File: src/rtl/cpu_pkg.sv
// Shared definitions for the 8-bit pipelined RISC core: widths, reset PC,
// opcode constants, NOP encoding and the fetch FSM state encoding.
package cpu_pkg;

    localparam int PC_W    = 8;
    localparam int INSTR_W = 8;

    localparam logic [PC_W-1:0] RESET_PC = 8'h00;

    // Major opcodes carried in the top bits of an instruction byte.
    localparam logic [2:0] OP_ADD = 3'b000;
    localparam logic [2:0] OP_SUB = 3'b001;
    localparam logic [2:0] OP_LW  = 3'b010;
    localparam logic [2:0] OP_SW  = 3'b011;

    // All-zero byte doubles as the bubble placed in IF/ID after reset.
    localparam logic [INSTR_W-1:0] NOP_INSTR = 8'h00;

    typedef enum logic [1:0] {
        FS_IDLE   = 2'b00,
        FS_RUN    = 2'b01,
        FS_HALTED = 2'b10
    } fetch_state_t;

endpackage

File: src/rtl/if_id_register.sv
// IF/ID pipeline register: loads a fresh fetch, holds on stall, and on flush
// drops only the valid bit so the last instruction/PC stay visible.
module if_id_register
    import cpu_pkg::*;
(
    input  logic               clk,
    input  logic               rst_n,
    input  logic               load,
    input  logic               flush,
    input  logic [INSTR_W-1:0] instr_in,
    input  logic [PC_W-1:0]    pc_in,
    output logic [INSTR_W-1:0] instr,
    output logic [PC_W-1:0]    pc,
    output logic               valid
);

    // Load takes priority; the controller never asserts load and flush together.
    always_ff @(posedge clk or negedge rst_n) begin
        if (!rst_n) begin
            instr <= NOP_INSTR;
            pc    <= '0;
            valid <= 1'b0;
        end else if (load) begin
            instr <= instr_in;
            pc    <= pc_in;
            valid <= 1'b1;
        end else if (flush) begin
            valid <= 1'b0;
        end
    end

endmodule

File: src/rtl/instruction_fetch_unit.sv
// Fetch stage: owns the PC, drives the combinational instruction memory
// address and feeds the IF/ID register. Start/halt FSM plus per-cycle
// redirect > stall > advance priority while running.
module instruction_fetch_unit
    import cpu_pkg::*;
(
    input  logic               clk,
    input  logic               rst_n,
    input  logic               start,
    input  logic               halt_req,
    input  logic               stall,
    input  logic               redirect,
    input  logic [PC_W-1:0]    redirect_pc,
    output logic [PC_W-1:0]    imem_addr,
    input  logic [INSTR_W-1:0] imem_data,
    output logic [INSTR_W-1:0] if_id_instr,
    output logic [PC_W-1:0]    if_id_pc,
    output logic               if_id_valid,
    output logic               running,
    output logic               pc_wrapped
);

    // Handshake note: there is no backpressure from memory; imem_data is
    // valid in the same cycle as imem_addr. if_id_valid marks a real,
    // non-flushed fetch; stall from decode holds the whole IF/ID slot.

    localparam logic [PC_W-1:0] PC_MAX = {PC_W{1'b1}};
    localparam logic [PC_W-1:0] PC_ONE = {{(PC_W-1){1'b0}}, 1'b1};

    fetch_state_t    state;
    fetch_state_t    state_next;
    logic [PC_W-1:0] pc;
    logic [PC_W-1:0] pc_next;
    logic            wrapped;
    logic            wrapped_next;

    logic            start_ok;
    logic            do_redirect;
    logic            do_advance;
    logic            if_flush;

    // FSM state register.
    always_ff @(posedge clk or negedge rst_n) begin
        if (!rst_n) begin
            state <= FS_IDLE;
        end else begin
            state <= state_next;
        end
    end

    // Next-state: start launches from IDLE/HALTED unless halt_req is also
    // high; halt_req leaves RUN after the current cycle's fetch.
    always_comb begin
        state_next = state;
        case (state)
            FS_IDLE, FS_HALTED: begin
                if (start && !halt_req) begin
                    state_next = FS_RUN;
                end
            end
            FS_RUN: begin
                if (halt_req) begin
                    state_next = FS_HALTED;
                end
            end
            default: state_next = FS_IDLE;
        endcase
    end

    // FSM outputs: per-cycle control decoded from state and requests.
    always_comb begin
        running     = (state == FS_RUN);
        start_ok    = (state != FS_RUN) && start && !halt_req;
        do_redirect = running && redirect;
        do_advance  = running && !redirect && !stall;
        // Outside RUN the slot drains to invalid; a redirect squashes the
        // wrong-path fetch even if decode is stalling.
        if_flush    = !running || do_redirect;
    end

    // PC and wrap flag next values.
    always_comb begin
        pc_next      = pc;
        wrapped_next = wrapped;
        if (start_ok) begin
            pc_next      = RESET_PC;
            wrapped_next = 1'b0;
        end else if (do_redirect) begin
            pc_next = redirect_pc;
        end else if (do_advance) begin
            pc_next = pc + PC_ONE;
            if (pc == PC_MAX) begin
                wrapped_next = 1'b1;
            end
        end
    end

    // PC and sticky wrap flag registers.
    always_ff @(posedge clk or negedge rst_n) begin
        if (!rst_n) begin
            pc      <= RESET_PC;
            wrapped <= 1'b0;
        end else begin
            pc      <= pc_next;
            wrapped <= wrapped_next;
        end
    end

    assign imem_addr  = pc;
    assign pc_wrapped = wrapped;

    if_id_register u_if_id (
        .clk      (clk),
        .rst_n    (rst_n),
        .load     (do_advance),
        .flush    (if_flush),
        .instr_in (imem_data),
        .pc_in    (pc),
        .instr    (if_id_instr),
        .pc       (if_id_pc),
        .valid    (if_id_valid)
    );

endmodule

File: config.mk
export PLATFORM = sky130hd
export DESIGN_NAME = instruction_fetch_unit
export DESIGN_NICKNAME = d
export VERILOG_FILES = /design/src/rtl/cpu_pkg.sv /design/src/rtl/if_id_register.sv /design/src/rtl/instruction_fetch_unit.sv
export SDC_FILE = /design/constraint.sdc
export NUM_CORES = 1
export LEC_CHECK = 0
export BUFFER_PORTS_ARGS = -buffer_cell sky130_fd_sc_hd__clkbuf_2
export CORE_MARGIN = 3
export CORE_UTILIZATION = 50
export CTS_CLUSTER_DIAMETER = 50
export CTS_CLUSTER_SIZE = 20
export DETAILED_ROUTE_END_ITERATION = 6
export PLACE_DENSITY_LB_ADDON = 0.3
export SLEW_MARGIN = 20
export SYNTH_ARGS = -nofsm -noshare
export SYNTH_HDL_FRONTEND = slang
export SYNTH_SLANG_ARGS = --single-unit
File: constraint.sdc
create_clock -name clk -period 4.8 [get_ports clk]
set_input_delay 0.72 -clock clk [delete_from_list [all_inputs] [get_ports clk]]
set_output_delay 0.72 -clock clk [all_outputs]
set_load 0.02 [all_outputs]
[Word-level counts from Yosys, hierarchy flattened]
Index checks and enable logic that the tools add are counted.
Operators by class
  add/subtract/negate cells: 1
  eq/ne operators: 7
  multiplexer cells: 12
  reduce and logical (&&, ||, !) cells: 19
Operators with widths (number)
  2-to-1 mux 8 bit: 3
  adder 8 x 1 -> 8 bit (second input constant): 1
  equality test 8 bit (second input constant): 1
  logical AND 1 bit: 6
  2-to-1 mux 1 bit: 6
  != test 2 bit (second input constant): 3
  nonzero test 2 bit: 3
  zero test 1 bit: 4
  2-to-1 mux 2 bit: 2
  case mux 2 bit (2 select lines): 1
  AND reduction 3 bit: 1
  nonzero test 3 bit: 1
  equality test 2 x 1 -> 1 bit (second input constant): 1
  equality test 2 bit (second input constant): 1
  zero test 2 bit: 1
  != test 2 x 1 -> 1 bit (second input constant): 1
  AND reduction 2 bit: 1
  OR reduction 2 bit: 1
  logical OR 1 bit: 1
Word-level totals
  register bits: 28
  input bits: 22
  output and inout bits: 27

[Depth between registers and ports, before layout]
  depth after elaboration: 6
  gate-level depth with buffers: 6
  depth with buffers taken out: 5

[Cells and area by module]
Synthesis repeated with hierarchy kept, for this count alone.
Second synthesis, totals
  cells, all modules: 111
  area total of the unflattened synthesis: 1353.8 um^2
By module, submodules not included
  if_id_register: instances 1, cells each 37, area an instance 683.2 um^2, sequential area each 425.4 um^2
  instruction_fetch_unit: instances 1, cells each 74, area an instance 670.6 um^2, sequential area each 275.3 um^2

[Worst setup path after synthesis]
Ideal clock, no wire load.
  path kind: input to register
  from: input redirect
  to: register u_if_id.pc[4]
  library setup time: 0.128 ns
  arrival time: 1.740 ns
  data required time: 4.672 ns
  path slack: 2.933 ns
  stages: 4
  cells stage by stage: nor4b_2 > buf_2 > buf_2 > mux2_1
On the way
  cells in the longest elaborated chain, start to end: 3
RTL lines
  from (decl): line instruction_fetch_unit.sv:12  | input logic redirect,
  zero test 1 bit: line instruction_fetch_unit.sv:75  | do_advance = running && !redirect && !stall;
  logical AND 1 bit (2 in a row): line instruction_fetch_unit.sv:75
  to (signal assigned): line if_id_register.sv:25  | pc <= pc_in;
  to (decl): line if_id_register.sv:13  | output logic [PC_W-1:0] pc,
No other way between the ends.
A chain may end at the register's enable or synchronous reset.

[Final worst setup path]
  from: register state[1]
  to: output running
On the way
  cells in the longest elaborated chain, start to end: 1
RTL lines
  from (decl): line instruction_fetch_unit.sv:30  | fetch_state_t state;
  from (signal assigned): line instruction_fetch_unit.sv:47  | state <= state_next;
  equality test 2 x 1 -> 1 bit: line instruction_fetch_unit.sv:72  | running = (state == FS_RUN);
  to (decl): line instruction_fetch_unit.sv:19  | output logic running,
No other way between the ends.

==> results.txt <==
status: completed
post-synthesis simple-gate area fraction: 14.1%
final setup vio count: 0
R2R Path Start: state[1]
largest family of logic cells by synthesized area: simple AND/OR/NAND/NOR gates
vias in the first global route: 1006
Cell Rows: 17
CTS root buf: clkbuf_4
most frequent cells in the layout: 48 x clkbuf_2, 28 x dfrtp_1, 15 x mux2_1, 10 x nor2_1
Die Span Y: 56.7 um
DP HPWL: 2050 um
crit-path leading delay family: flip-flops
synthesized instance count: 104
P&R area growth vs syn: 24.3%
total global routing overflow: 0
Post-Synth Adder-Cell Area: 0.975%
top_reg_cell synth: dfrtp_1
post-synthesis net count: 127
hold buffer count at cts: 0
Setup WS pre-CTS: 2210 ps
fraction of registers with async set or reset after synthesis: 100%
final slew viol count: 0
synth warn: 0
antenna-violating nets left: 0
Cell Chain, Critical Path: nor2b_1 -> clkbuf_2
initial drt markers: 29
FF-to-FF setup slack: 2890 ps
Clock Pin Slew Worst Setup and Hold Paths: 150 ps
cts repair resizes: 0
Synth cell types: 28
drt total wl: 2840 um
total setup buffers inserted after CTS: 0
most common cell after layout, fill and taps aside: clkbuf_2
period utilisation layout: 46.6%
first-pass GRT wire length: 4650 um
Core Util, Final: 68.8%
Hold Crit Class: in -> async
IR drop worst, VDD: 0.340 mV
PortBufs: 48
layout cell share with drive strength beyond 1: 39.2%
cell count after placement: 176
Crit path required time: 4080 ps
crit end category: output port
Cell Count, Final, Fillers Out: 181
H-tree levels: 1
post-synthesis mux area share: 13.9%
Max stage delay on crit path: 490 ps
CTS tree: yes
Setup Skew: 7.26 ps
DR vias/cell: 5.56
worst-case reg-to-reg path depth: 5
die area: 3210 um^2
CTS sink cnt: 28
WL/cell: 15.7 um
GPL Wtd Cong: 0.813
Filler cells: 179
Ant. Diodes: 0
Arr. time, crit path: 1510 ps
Crit. Startpoint: state[1]
worst skew pair latency: 330 ps
Total Power: 0.753 mW
# DRC: 0
Worst Path Buf+Inv: 1
pwr dens: 472 nW/um^2
WS Path Type: reg -> out
Post-Synth XOR/XNOR Area: 4.09%
Avg Cell Area, Syn: 12.3 um^2
RSZ-0062 raised after global routing: no
critical path's slowest cell: dfrtp_1
NumNets Final: 177
final hold vios: 0
Max clock buf depth: 2
Post-Synthesis Cell Area: 1280 um^2
initial antenna violation count: 0
Fmax: 0.447 GHz
Ports: 49
Worst R2R End: imem_addr[2]
Die W: 56.7 um
Synth Area in Compound Gates: 9.26%
Slew @ Worst Pin: 687 ps
pin count of the biggest net entering global routing: 29
number of synthesized flops with an enable pin: 0
critical path launch point type: flop
setup ws final: 2570 ps
CTS Buf Count: 3
Vias: 1007
Seq/Total Area, Yosys: 54.6%
FF+latch count, synth: 28
P_leak: 0.787 nW
Rel. slew slack: 54.2%
effective utilization at floorplan: 55.4%
Setup TNS: 0 ps
crit path max fanout: 6
Final min period: 2230 ps
drt first pass iters: 4
Core Box Area: 2320 um^2
Tot GR Track Use: 18.5%
MaxCap Viol Count: 0
stage by stage:
| step | hold WS, ps | instance area, um^2 |
|---|---|---|
| 2_1_floorplan | 424 | 1280 |
| 3_3_place_gp | 466 | 1550 |
| 3_5_place_dp | 475 | 1550 |
| 4_1_cts | 417 | 1580 |
| 5_1_grt | 430 | 1600 |
| 6_report | 398 | 1600 |
cell families after synthesis:
kind of cell | Yosys count
multiplexers | 16
AO/OA/AOI/OAI | 16
flip-flops | 28
adder cells (fa/ha/maj) | 1
XOR/XNOR | 6
buffers and inverters | 9
AND/OR/NAND/NOR | 28
per-layer routing:
layer	track usage (%)	part of all wire, %
met2	31.4	50
met3	4.37	5.8
met4	5.42	1.3
met5	0	0
met1	23.2	43
power by group:
part | leakage, nW | switching, mW | internal, mW | total [mW]
sequential | 0.357 | 0.0556 | 0.307 | 0.362
clock | 0.0210 | 0.0682 | 0.0465 | 0.115
combinational | 0.408 | 0.169 | 0.107 | 0.276
total | 0.787 | 0.292 | 0.461 | 0.753
state kept, by name, summed over array words and instances, names as in the netlist:
| register | count |
|---|---|
| imem_addr | 8 |
| u_if_id.instr | 8 |
| u_if_id.pc | 8 |
| state | 2 |
| pc_wrapped | 1 |
| u_if_id.valid | 1 |
how the worst max path moves through the flow:
stage / to / slack, ps / cells after the start
after floorplan: u_if_id.pc[4] / 2930 / 4
after global placement: imem_addr[2] / 2290 / 5
after detailed placement: imem_addr[2] / 2210 / 5
after CTS: imem_addr[2] / 2550 / 5
after global routing: running / 2490 / 2
final: running / 2570 / 2
synth_stat cells, drive strengths merged, types with 2 or more instances:
| cell | count | area share, % |
|---|---|---|
| a211oi | 7 | 4.9 |
| a21oi | 4 | 1.6 |
| buf | 4 | 1.6 |
| dfrtp | 28 | 55 |
| inv | 5 | 1.5 |
| mux2 | 15 | 13 |
| nand2 | 4 | 1.2 |
| nand4 | 2 | 0.97 |
| nor2 | 10 | 2.9 |
| nor2b | 2 | 0.97 |
| nor3 | 2 | 0.78 |
| nor3b | 2 | 1.9 |
| xnor2 | 3 | 2.0 |
| xor2 | 3 | 2.0 |
final cells by class:
type                    count  area, um^2  share of cell area (%)
inverters                   5        18.8                    1.18
multi-input cells          67         553                    34.7
flip-flops and latches     28         701                    43.9
clock buffers               4        36.3                    2.27
well taps                  28        35.0                    2.20
repair buffers             49         251                    15.8
No activity file was read; power rests on OpenSTA's default activity.
